## src/rtl/counter_sched_if.sv

```systemverilog
// Command/response and counter-control bundle between requesters, counter_sched and the counter.
// master is the environment side (requesters plus counter), slave is the scheduler.
interface counter_sched_if #(
  parameter int unsigned NUM_REQ = 4,
  parameter int unsigned WIDTH   = 8
);
  logic [NUM_REQ-1:0]       req_valid;
  logic [NUM_REQ-1:0]       req_ready;
  logic [2*NUM_REQ-1:0]     req_op;
  logic [WIDTH*NUM_REQ-1:0] req_arg;
  logic [NUM_REQ-1:0]       done;
  logic [WIDTH-1:0]         result;
  logic [WIDTH-1:0]         cnt_data_in;
  logic                     cnt_ld;
  logic                     cnt_inc;
  logic [WIDTH-1:0]         cnt_q;

  modport master (
    output req_valid, req_op, req_arg, cnt_q,
    input  req_ready, done, result, cnt_data_in, cnt_ld, cnt_inc
  );

  modport slave (
    input  req_valid, req_op, req_arg, cnt_q,
    output req_ready, done, result, cnt_data_in, cnt_ld, cnt_inc
  );
endinterface

```

## src/rtl/counter_sched.sv

```systemverilog
// Round-robin scheduler running LOAD / INC_N / RUN_TO / NOP commands on a shared load/inc
// counter, one command at a time, returning the final count with a per-owner done pulse.
module counter_sched #(
  parameter int unsigned NUM_REQ = 4,
  parameter int unsigned WIDTH   = 8
) (
  input  logic           clk_i,
  input  logic           rst_ni,
  counter_sched_if.slave bus,
  output logic           busy_o
);
  localparam int unsigned PtrW = (NUM_REQ > 1) ? $clog2(NUM_REQ) : 1;

  localparam logic [1:0] IDLE = 2'd0;
  localparam logic [1:0] EXEC = 2'd1;
  localparam logic [1:0] DONE = 2'd2;

  localparam logic [1:0] OpLoad = 2'd0;
  localparam logic [1:0] OpInc  = 2'd1;
  localparam logic [1:0] OpRun  = 2'd2;

  logic [1:0]       state_q, state_d;
  logic [PtrW-1:0]  ptr_q, ptr_d;
  logic [PtrW-1:0]  owner_q, owner_d;
  logic [1:0]       op_q, op_d;
  logic [WIDTH-1:0] arg_q, arg_d;
  logic [WIDTH-1:0] rem_q, rem_d;
  logic             ld_q, ld_d;
  logic             inc_q, inc_d;
  logic [WIDTH-1:0] data_q, data_d;

  logic               grant_found;
  logic [PtrW-1:0]    grant_idx;
  logic [NUM_REQ-1:0] grant_oh;
  logic [1:0]         sel_op;
  logic [WIDTH-1:0]   sel_arg;
  logic [WIDTH-1:0]   cnt_next;
  logic [NUM_REQ-1:0] owner_oh;

  // Search starts one past the last winner so every valid requester is reached within NUM_REQ.
  always_comb begin
    grant_found = 1'b0;
    grant_idx   = '0;
    for (int i = 1; i <= int'(NUM_REQ); i++) begin
      if (!grant_found && bus.req_valid[(int'(ptr_q) + i) % int'(NUM_REQ)]) begin
        grant_found = 1'b1;
        grant_idx   = PtrW'((int'(ptr_q) + i) % int'(NUM_REQ));
      end
    end
  end

  assign grant_oh = grant_found ? (NUM_REQ'(1) << grant_idx) : '0;
  assign sel_op   = bus.req_op[2*int'(grant_idx) +: 2];
  assign sel_arg  = bus.req_arg[WIDTH*int'(grant_idx) +: WIDTH];

  // Value the counter will hold after this cycle, since cnt_inc is already registered.
  assign cnt_next = bus.cnt_q + {{(WIDTH-1){1'b0}}, inc_q};

  always_comb begin
    state_d = state_q;
    ptr_d   = ptr_q;
    owner_d = owner_q;
    op_d    = op_q;
    arg_d   = arg_q;
    rem_d   = rem_q;
    ld_d    = 1'b0;
    inc_d   = 1'b0;
    data_d  = '0;
    unique case (state_q)
      IDLE: begin
        if (grant_found) begin
          state_d = EXEC;
          ptr_d   = grant_idx;
          owner_d = grant_idx;
          op_d    = sel_op;
          arg_d   = sel_arg;
          rem_d   = sel_arg - WIDTH'(1);
          if (sel_op == OpLoad) begin
            ld_d   = 1'b1;
            data_d = sel_arg;
          end
          if (sel_op == OpInc && sel_arg != '0) inc_d = 1'b1;
        end
      end
      EXEC: begin
        unique case (op_q)
          OpInc: begin
            if (inc_q && rem_q != '0) begin
              inc_d = 1'b1;
              rem_d = rem_q - WIDTH'(1);
            end else begin
              state_d = DONE;
            end
          end
          OpRun: begin
            if (cnt_next == arg_q) state_d = DONE;
            else                   inc_d   = 1'b1;
          end
          default: state_d = DONE;
        endcase
      end
      DONE:    state_d = IDLE;
      default: state_d = IDLE;
    endcase
  end

  always_ff @(posedge clk_i or negedge rst_ni) begin
    if (!rst_ni) begin
      state_q <= IDLE;
      ptr_q   <= PtrW'(NUM_REQ - 1);
      owner_q <= '0;
      op_q    <= '0;
      arg_q   <= '0;
      rem_q   <= '0;
      ld_q    <= 1'b0;
      inc_q   <= 1'b0;
      data_q  <= '0;
    end else begin
      state_q <= state_d;
      ptr_q   <= ptr_d;
      owner_q <= owner_d;
      op_q    <= op_d;
      arg_q   <= arg_d;
      rem_q   <= rem_d;
      ld_q    <= ld_d;
      inc_q   <= inc_d;
      data_q  <= data_d;
    end
  end

  assign owner_oh = NUM_REQ'(1) << owner_q;

  // Ready is gated by reset so nothing looks accepted while the block is held in reset.
  assign bus.req_ready   = (rst_ni && state_q == IDLE) ? grant_oh : '0;
  assign bus.done        = (state_q == DONE) ? owner_oh : '0;
  assign bus.result      = (state_q == DONE) ? bus.cnt_q : '0;
  assign bus.cnt_ld      = ld_q;
  assign bus.cnt_inc     = inc_q;
  assign bus.cnt_data_in = data_q;
  assign busy_o          = (state_q != IDLE);
endmodule

```

## src/flat_wrapper.sv

```systemverilog
// flat-port wrapper written by rule: the top's interface ports become plain ports
module counter_sched_flat 
#(
  parameter int unsigned NUM_REQ = 4,
  parameter int unsigned WIDTH   = 8
)
  (clk_i, rst_ni, busy_o, bus_req_valid, bus_req_op, bus_req_arg, bus_cnt_q, bus_req_ready, bus_done, bus_result, bus_cnt_data_in, bus_cnt_ld, bus_cnt_inc);
  counter_sched_if #(.NUM_REQ(NUM_REQ), .WIDTH(WIDTH)) bus_i ();
  input  logic clk_i;
  input  logic rst_ni;
  output logic busy_o;
  input wire logic [$bits(bus_i.req_valid)-1:0] bus_req_valid;
  input wire logic [$bits(bus_i.req_op)-1:0] bus_req_op;
  input wire logic [$bits(bus_i.req_arg)-1:0] bus_req_arg;
  input wire logic [$bits(bus_i.cnt_q)-1:0] bus_cnt_q;
  output wire logic [$bits(bus_i.req_ready)-1:0] bus_req_ready;
  output wire logic [$bits(bus_i.done)-1:0] bus_done;
  output wire logic [$bits(bus_i.result)-1:0] bus_result;
  output wire logic [$bits(bus_i.cnt_data_in)-1:0] bus_cnt_data_in;
  output wire logic [$bits(bus_i.cnt_ld)-1:0] bus_cnt_ld;
  output wire logic [$bits(bus_i.cnt_inc)-1:0] bus_cnt_inc;
  assign bus_i.req_valid = bus_req_valid;
  assign bus_i.req_op = bus_req_op;
  assign bus_i.req_arg = bus_req_arg;
  assign bus_i.cnt_q = bus_cnt_q;
  assign bus_req_ready = bus_i.req_ready;
  assign bus_done = bus_i.done;
  assign bus_result = bus_i.result;
  assign bus_cnt_data_in = bus_i.cnt_data_in;
  assign bus_cnt_ld = bus_i.cnt_ld;
  assign bus_cnt_inc = bus_i.cnt_inc;
  counter_sched #(.NUM_REQ(NUM_REQ), .WIDTH(WIDTH)) u_core (.clk_i(clk_i), .rst_ni(rst_ni), .bus(bus_i), .busy_o(busy_o));
endmodule
```

## config.mk

```make
export PLATFORM = sky130hd
export DESIGN_NAME = counter_sched_flat
export DESIGN_NICKNAME = d
export VERILOG_FILES = /design/src/rtl/counter_sched_if.sv /design/src/rtl/counter_sched.sv /design/src/flat_wrapper.sv
export SDC_FILE = /design/constraint.sdc
export NUM_CORES = 1
export LEC_CHECK = 0
export ABC_AREA = 1
export CAP_MARGIN = 20
export CORE_MARGIN = 5
export CORE_UTILIZATION = 30
export DETAILED_ROUTE_END_ITERATION = 10
export GPL_TIMING_DRIVEN = 0
export HOLD_SLACK_MARGIN = 0.02
export SLEW_MARGIN = 20
export SYNTH_ARGS = -nofsm -noshare
export SYNTH_HDL_FRONTEND = slang
export SYNTH_SLANG_ARGS = --single-unit
```

## constraint.sdc

```tcl
create_clock -name clk_i -period 3.2 [get_ports clk_i]
set_input_delay 0.32 -clock clk_i [delete_from_list [all_inputs] [get_ports clk_i]]
set_output_delay 0.32 -clock clk_i [all_outputs]
set_load 0.005 [all_outputs]
```

# Yosys cells after proc, flatten, opt, wreduce, memory -nomap -nowiden
# Index checks and enable logic that the tools add are counted.
word_totals:
  inputBits: 54
  elab_cells: 106
  regBits: 34
op_classes:
  n_shift: 4
  n_mux: 45
  n_eq_ne: 11
  magnitude_cmp: 4
  n_addsub: 7
  bitwise: 4
  reduce_logical: 22
op_table:
  columns: ["op", "n"]
  rows:
  - ["8-bit 2-to-1 mux", 7]
  - ["32-bit by 6-bit indexed part select with 8-bit output", 1]
  - ["1-bit 2-to-1 mux", 19]
  - ["3-bit by 4-bit less-than comparator with 1-bit output, second input constant", 4]
  - ["8-bit one-hot mux with 2 select lines", 1]
  - ["8-bit nonzero test", 2]
  - ["8-bit by 1-bit subtractor with 8-bit output, second input constant", 2]
  - ["2-bit 2-to-1 mux", 7]
  - ["4-bit 2-to-1 mux", 3]
  - ["8-bit by 1-bit adder with 8-bit output", 1]
  - ["1-bit binary-select mux with 2-bit select", 4]
  - ["8-bit == test", 1]
  - ["2-bit one-hot mux with 2 select lines", 2]
  - ["2-bit OR reduction", 4]
  - ["8-bit by 4-bit indexed part select with 2-bit output", 1]
  - ["1-bit by 2-bit left shift with 4-bit output, first input constant", 2]
  - ["2-bit by 1-bit == test with 1-bit output, second input constant", 3]
  - ["1-bit logical AND", 6]
  - ["2-bit by 1-bit adder with 2-bit output, second input constant", 2]
  - ["2-bit adder, second input constant", 2]
  - ["1-bit AND, first input constant", 4]
  - ["2-bit == test, second input constant", 2]
  - ["2-bit logical NOT", 2]
  - ["2-bit by 1-bit != test with 1-bit output, second input constant", 2]
  - ["9 further kinds", 13]

# Logic depth before layout (Yosys ltp)
# Gate-level depths: netlist of the first run.
depth:
  depth_word: 22
  mapped_depth: 24

# Least setup slack after synthesis of the first run
# Ideal clock, no wire load.
synth_path:
  kind: "reg-to-reg"
  startpoint: "register u_core.ptr_q[0]"
  endpoint: "register u_core.rem_q[6]"
  setup_slack_ps: 696
  synth_period_minus_slack_ps: 2504
  t_arrival_ps: 2380
  t_required_ps: 3076
  stages_incl_launch_ff: 24
  cell_sequence: "dfstp_2 > buf_6 > inv_6 > nand2_1 > nand2_1 > nand2_1 > nand2_1 > nor2_4 > nand3_2 > inv_1 > nor2_4 > nand2_1 > nand2_1 > nand2_1 > nand2_1 > nand2_1 > nand2_2 > inv_1 > ha_1 > nand3_1 > nor2_2 > nand2_1 > nand2_1 > a21oi_1"
synth_between:
  elab_chain_cells: 18
  word_cells_on_any_way: 36
  cone_classes: "add/sub: 5; eq/ne: 1; shift: 1; mux: 22; reduce/logical: 7"
synth_rtl:
  columns: ["item", "line", "rtl"]
  rows:
  - ["from (decl)", "counter_sched.sv:23", "logic [PtrW-1:0] ptr_q, ptr_d;"]
  - ["from (signal assigned)", "counter_sched.sv:110", "ptr_q <= PtrW'(NUM_REQ - 1);"]
  - ["from (signal assigned)", "counter_sched.sv:120", "ptr_q <= ptr_d;"]
  - ["2-bit by 1-bit adder with 2-bit output", "counter_sched.sv:45, counter_sched.sv:47", null]
  - ["1-bit binary-select mux with 2-bit select", "counter_sched.sv:45", "if (!grant_found && bus.req_valid[(int'(ptr_q) + i) % int'(NUM_REQ)]) begin"]
  - ["1-bit 2-to-1 mux (not written as such) (2 in a row)", "counter_sched.sv:45", null]
  - ["1-bit 2-to-1 mux", "counter_sched.sv:45", null]
  - ["1-bit logical NOT", "counter_sched.sv:45", null]
  - ["1-bit logical AND", "counter_sched.sv:45", null]
  - ["1-bit 2-to-1 mux", "counter_sched.sv:45", null]
  - ["1-bit logical NOT", "counter_sched.sv:45", null]
  - ["1-bit logical AND", "counter_sched.sv:45", null]
  - ["1-bit 2-to-1 mux", "counter_sched.sv:45", null]
  - ["1-bit logical NOT", "counter_sched.sv:45", null]
  - ["1-bit logical AND", "counter_sched.sv:45", null]
  - ["2-bit 2-to-1 mux", "counter_sched.sv:45", null]
  - ["32-bit by 6-bit indexed part select with 8-bit output", "counter_sched.sv:54", "assign sel_arg = bus.req_arg[WIDTH*int'(grant_idx) +: WIDTH];"]
  - ["8-bit by 1-bit subtractor with 8-bit output", "counter_sched.sv:77", "rem_d = sel_arg - WIDTH'(1);"]
  - ["8-bit 2-to-1 mux", "counter_sched.sv:71", "if (grant_found) begin"]
  - ["8-bit one-hot mux with 2 select lines", "counter_sched.sv:69", "unique case (state_q)"]
  - ["to (signal assigned)", "counter_sched.sv:124", "rem_q <= rem_d;"]
  - ["to (decl)", "counter_sched.sv:27", "logic [WIDTH-1:0] rem_q, rem_d;"]
# Several ways; a longest one is shown, not always the timed one. The select of a mux whose other input is x is not followed.
# A chain may end at the register's enable or synchronous reset.

# Final worst setup path of the first run
layout_path:
  startpoint: "register u_core.ptr_q[0]"
  endpoint: "output bus_req_ready[2]"
layout_between:
  elab_chain_cells: 17
  word_cells_on_any_way: 33
  cone_classes: "add/sub: 4; shift: 1; mux: 22; reduce/logical: 6"
layout_rtl:
  columns: ["item", "line", "rtl"]
  rows:
  - ["2-bit by 1-bit adder with 2-bit output", "counter_sched.sv:45, counter_sched.sv:47", null]
  - ["1-bit binary-select mux with 2-bit select", "counter_sched.sv:45", null]
  - ["1-bit 2-to-1 mux (not written as such) (2 in a row)", "counter_sched.sv:45", null]
  - ["1-bit 2-to-1 mux", "counter_sched.sv:45", null]
  - ["1-bit logical NOT", "counter_sched.sv:45", null]
  - ["1-bit logical AND", "counter_sched.sv:45", null]
  - ["1-bit 2-to-1 mux", "counter_sched.sv:45", null]
  - ["1-bit logical NOT", "counter_sched.sv:45", null]
  - ["1-bit logical AND", "counter_sched.sv:45", null]
  - ["1-bit 2-to-1 mux", "counter_sched.sv:45", null]
  - ["1-bit logical NOT", "counter_sched.sv:45", null]
  - ["1-bit logical AND", "counter_sched.sv:45", null]
  - ["2-bit 2-to-1 mux", "counter_sched.sv:45", null]
  - ["1-bit by 2-bit left shift with 4-bit output", "counter_sched.sv:52", "assign grant_oh = grant_found ? (NUM_REQ'(1) << grant_idx) : '0;"]
  - ["4-bit 2-to-1 mux *", "counter_sched.sv:52", null]
  - ["4-bit 2-to-1 mux *", "counter_sched.sv:134", "assign bus.req_ready = (rst_ni && state_q == IDLE) ? grant_oh : '0;"]
  - ["to (decl)", "flat_wrapper.sv:16", "output wire logic [$bits(bus_i.req_ready)-1:0] bus_req_ready;"]
# Mark *: on every way between the ends. The rest lies on a longest branch, timed or not. The select of a mux whose other input is x is not followed.

==> summary.log, run 1 <==
qor: synth.synth.top_cell.area_share 30.1%
qor: cts.numCtsBuffers 5
qor: sta.timing.slew.headroom 68.7%
qor: die.die_extent_in_x 104 um
qor: routing.first_iter_violations 95
qor: die.top_level_ports 81
qor: placed_design.placement.io_buffers 80
qor: worst_setup_path.crit_type reg2out
qor: die.rows 34
qor: sta.fin_max_slew_vios 0
qor: sta.min_period 2.96 ns
qor: cts.clock_tree.root_cell clkbuf_8
qor: synth.yosysWarnings 0
qor: power.power.net_switching 2.60 mW
qor: worst_setup_path.worst_r2r_endpoint u_core.rem_q[6]
qor: worst_setup_path.critPathMostFrequentCell nand2_1
qor: routing.viasPerCell 4.55
qor: routing.maxUsedRoutingLayer met4
qor: routing.post_drt_wl_per_cell 12.4 um
qor: power.share_of_power_burned_in_the_clock_network 9.9%
qor: cts.clock-sinks 34
qor: worst_setup_path.timing.critical_path.slowest_stage_cell dfstp_2
qor: finish.num-nets-final 551
qor: global_routing.grt_antenna_before_repair 0
qor: finish.register_area 853 um^2
qor: worst_setup_path.critical_path_maximum_fanout 10
qor: power.switching_share 54.0%
qor: cts.htreeDepth 2
qor: sta.tns 0 ns
qor: finish.drive_above_1_share 11.4%
qor: sta.clock.fmax 338 MHz
qor: placed_design.detailedPlace.worstSlack 0.174 ns
qor: routing.met1_length 3470 um
qor: cts.tritoncts done
qor: die.floorplan.initialDensity 30.6%
qor: routing.met2WireLength 3590 um
qor: synth.avgSynthCellArea 6.59 um^2
qor: synth.synth_top_cell_by_area dfrtp_1
qor: sta.slew_worst_pin 0.470 ns
qor: global_routing.grt-ovfl-total 0
qor: synth.yosys_register_bits 34
qor: placed_design.gp_routability_congestion 0.872
qor: synth.synth_nets 462
qor: sta.setup_ws 0.241 ns
qor: sta.period_share 92.5%
qor: power.power_frac_seq 15.5%
qor: worst_setup_path.startpoint_type_of_the_worst_setup_path flop
qor: finish.postLayoutCoreUtil 43.4%
qor: worst_setup_path.r2r-start u_core.ptr_q[0]
qor: sta.timing.final.hold_violations 0
qor: routing.drt.antenna.violating_nets 0
qor: synth.postSynthCellCount 403
qor: synth.synth_sequential_area_ratio 32.1%
qor: global_routing.grt_max_degree 31
qor: cts.clkTransAtPathRegs 0.08 ns
qor: routing.drc 0
qor: die.die_height 104 um
qor: power.combinational_cell_fraction_of_total_power 74.6%
qor: sta.worst_clk_skew 0.0126 ns
qor: placed_design.hpwl 6180 um
qor: power.power_leakage 1.91 nW
qor: worst_setup_path.critical_path.cell_chain buf_6 > inv_6 > nand2_1 > nand2_1 > nand2_1 > nand2_2 > inv_2 > nand3_1 > buf_4 > nand3_4 > buf_6 > nand2_2 > nor2_1 > clkdlybuf4s50_1
qor: routing.met3RoutedLength 289 um
qor: worst_setup_path.reg2reg_depth 22
qor: global_routing.grt_first_pass_wirelength 12800 um
qor: routing.via_count 2733
qor: worst_setup_path.worstSetupEndpointType output pin
qor: worst_setup_path.arrival 2.64 ns
qor: routing.drt_wl_total 7470 um
qor: cts.post_cts_buffers 0
qor: run.cap_violations 0
qor: worst_setup_path.required_arrival_time_at_the_worst_endpoint 2.88 ns
qor: cts.clk_latency_worst_skew_pair 0.29 ns
qor: power.pwr_density_cell 1280 mW/mm^2
qor: worst_setup_path.regToRegSetupSlack 0.34 ns
qor: routing.firstDrtPassIters 4
qor: cts.ctsLongestPathBuffers 2
qor: global_routing.global_route.usage.total 13.8%
qor: finish.area_growth 41.6%
qor: worst_setup_path.cp_num_buf_inv 6
qor: finish.multi_input_area 0.00150 mm^2
qor: power.worst_ir_drop_vdd 505 uV
qor: global_routing.first_global_vias 2734
qor: outcome.run_status finished, final reports clean
qor: die.coreArea 0.00868 mm^2
qor: synth.synth_top_cells_by_area dfrtp_1 30%, nand2_1 20%, inv_1 7.1%, nand3_1 4.9%, nor2_1 4.8%
qor: worst_setup_path.timing.critical_path.max_delay_family buffers and inverters
qor: finish.diodes 0
qor: synth.synthesis.area 0.00266 mm^2
qor: synth.synthDistinctLibCells 39
qor: die.die-area 0.0108 mm^2
qor: worst_setup_path.slowest_stage_delay_on_critical_path 0.53 ns
qor: sta.timing.final.setup_violations 0
qor: min_path.hold_class in2async
qor: finish.layout.filler_cells 930
qor: power.p_int 2.22 mW
## stage by stage
stage	std cells	total power, mW	instance area [um^2]	hold slack, ns
after global placement	591	4.32	3590	0.497
after floorplan	403	3.38	2660	0.0244
after CTS	601	4.85	3760	0.387
after detailed placement	592	4.36	3610	0.171
after global routing	601	5.40	3760	0.395
final	601	4.81	3760	0.384
## cells in the final DEF (no fill, tap or decap), drive strengths merged, types with 5 or more instances in the layout
master and n:
clkbuf 10, nand4 10, ha 5, nor3 6, xor2 7, dfrtp 32, inv 56, nand2 156
nor2 40, clkdlybuf4s50 78, buf 10, a21oi 9, nand3 29, o21ai 17
## per-layer routing
layer / up-vias / GRT usage, %
li1: 1451 / -
met1: 1216 / 17.6
met2: 56 / 24.1
met3: 10 / 3.04
met4: 0 / 2.50
met5: - / 0
## sequential cells by signal, indices dropped and copies added, names as in the netlist, 2 cells and up
register and cells:
u_core.state_q 2, u_core.bus.cnt_data_in 8, u_core.owner_q 2, u_core.op_q 2, u_core.ptr_q 2, u_core.rem_q 8, u_core.arg_q 8
## cell type report
cell class | count | share of cell area, %
multi-input combinational | 300 | 39.8
clock inverter | 3 | 1.83
clock buffer | 5 | 1.83
inverter | 56 | 5.72
buffer | 13 | 2.53
timing repair buffer | 82 | 22.0
sequential | 34 | 22.7
tap | 108 | 3.59
## power by group through the flow
stage / logic [mW] / clock network, mW / registers, mW
6_report: 3.59 / 0.475 / 0.747
5_1_grt: 4.13 / 0.502 / 0.770
4_1_cts: 3.62 / 0.482 / 0.746
3_5_place_dp: 3.60 / 0 / 0.755
3_3_place_gp: 3.56 / 0 / 0.753
2_1_floorplan: 2.66 / 0 / 0.726
## synth_stat cells, drive strengths merged
master,count
inv,56
o221ai,1
nor4,2
nor2,40
o21bai,1
a22oi,3
a21boi,1
nand4,10
nor3,6
nand3b,1
nand3,29
o21ai,17
or2,2
o2111ai,2
a31oi,3
dfstp,2
a22o,1
a21oi,9
o22ai,1
dfrtp,32
buf,8
nand2,156
xor2,7
ha,5
clkbuf,5
xnor2,3
## worst max-delay path by stage
stage | startpoint | endpoint | slack (ns) | depth (start not counted)
after global routing | u_core.ptr_q[0] | bus_req_ready[3] | -0.009 | 15
after global placement | rst_ni | bus_req_ready[0] | -0.24 | 4
after detailed placement | bus_req_valid[0] | u_core.rem_q[6] | 0.17 | 22
final | u_core.ptr_q[0] | bus_req_ready[2] | 0.24 | 14
after floorplan | u_core.ptr_q[0] | u_core.rem_q[6] | 0.70 | 23
after CTS | u_core.ptr_q[0] | bus_req_ready[0] | 0.16 | 14
## logic make-up (layout without fill, tap and decap cells)
logic type / Yosys count / count (layout) / synth area share [%]
buffers and inverters: 69 / 159 / 11.5
xor gates and xnor gates: 10 / 10 / 3.30
DFF: 34 / 34 / 32.1
AOI/OAI and AO/OA: 39 / 39 / 9.37
and+or+nand+nor: 246 / 246 / 41.3
adders and majority gates: 5 / 5 / 2.35
## repair_timing
| action | CTS | global route |
|---|---|---|
| endpoints found under the setup margin | 0 | 2 |
| gates resized for setup | 0 | 2 |
| hold buffers | 1 | 0 |
| endpoints found under the hold margin | 5 | 0 |
Power figures use the tool's default switching activity.
==> run 2: changes to the inputs <==
--- a/config.mk
+++ b/config.mk
@@ -6,7 +6,6 @@
 export NUM_CORES = 1
 export LEC_CHECK = 0
 export ABC_AREA = 1
-export CAP_MARGIN = 20
 export CORE_MARGIN = 5
 export CORE_UTILIZATION = 30
 export DETAILED_ROUTE_END_ITERATION = 10
==> results of run 2 <==
Same layout as run 1: the final DEF is identical, and so are final timing and power.
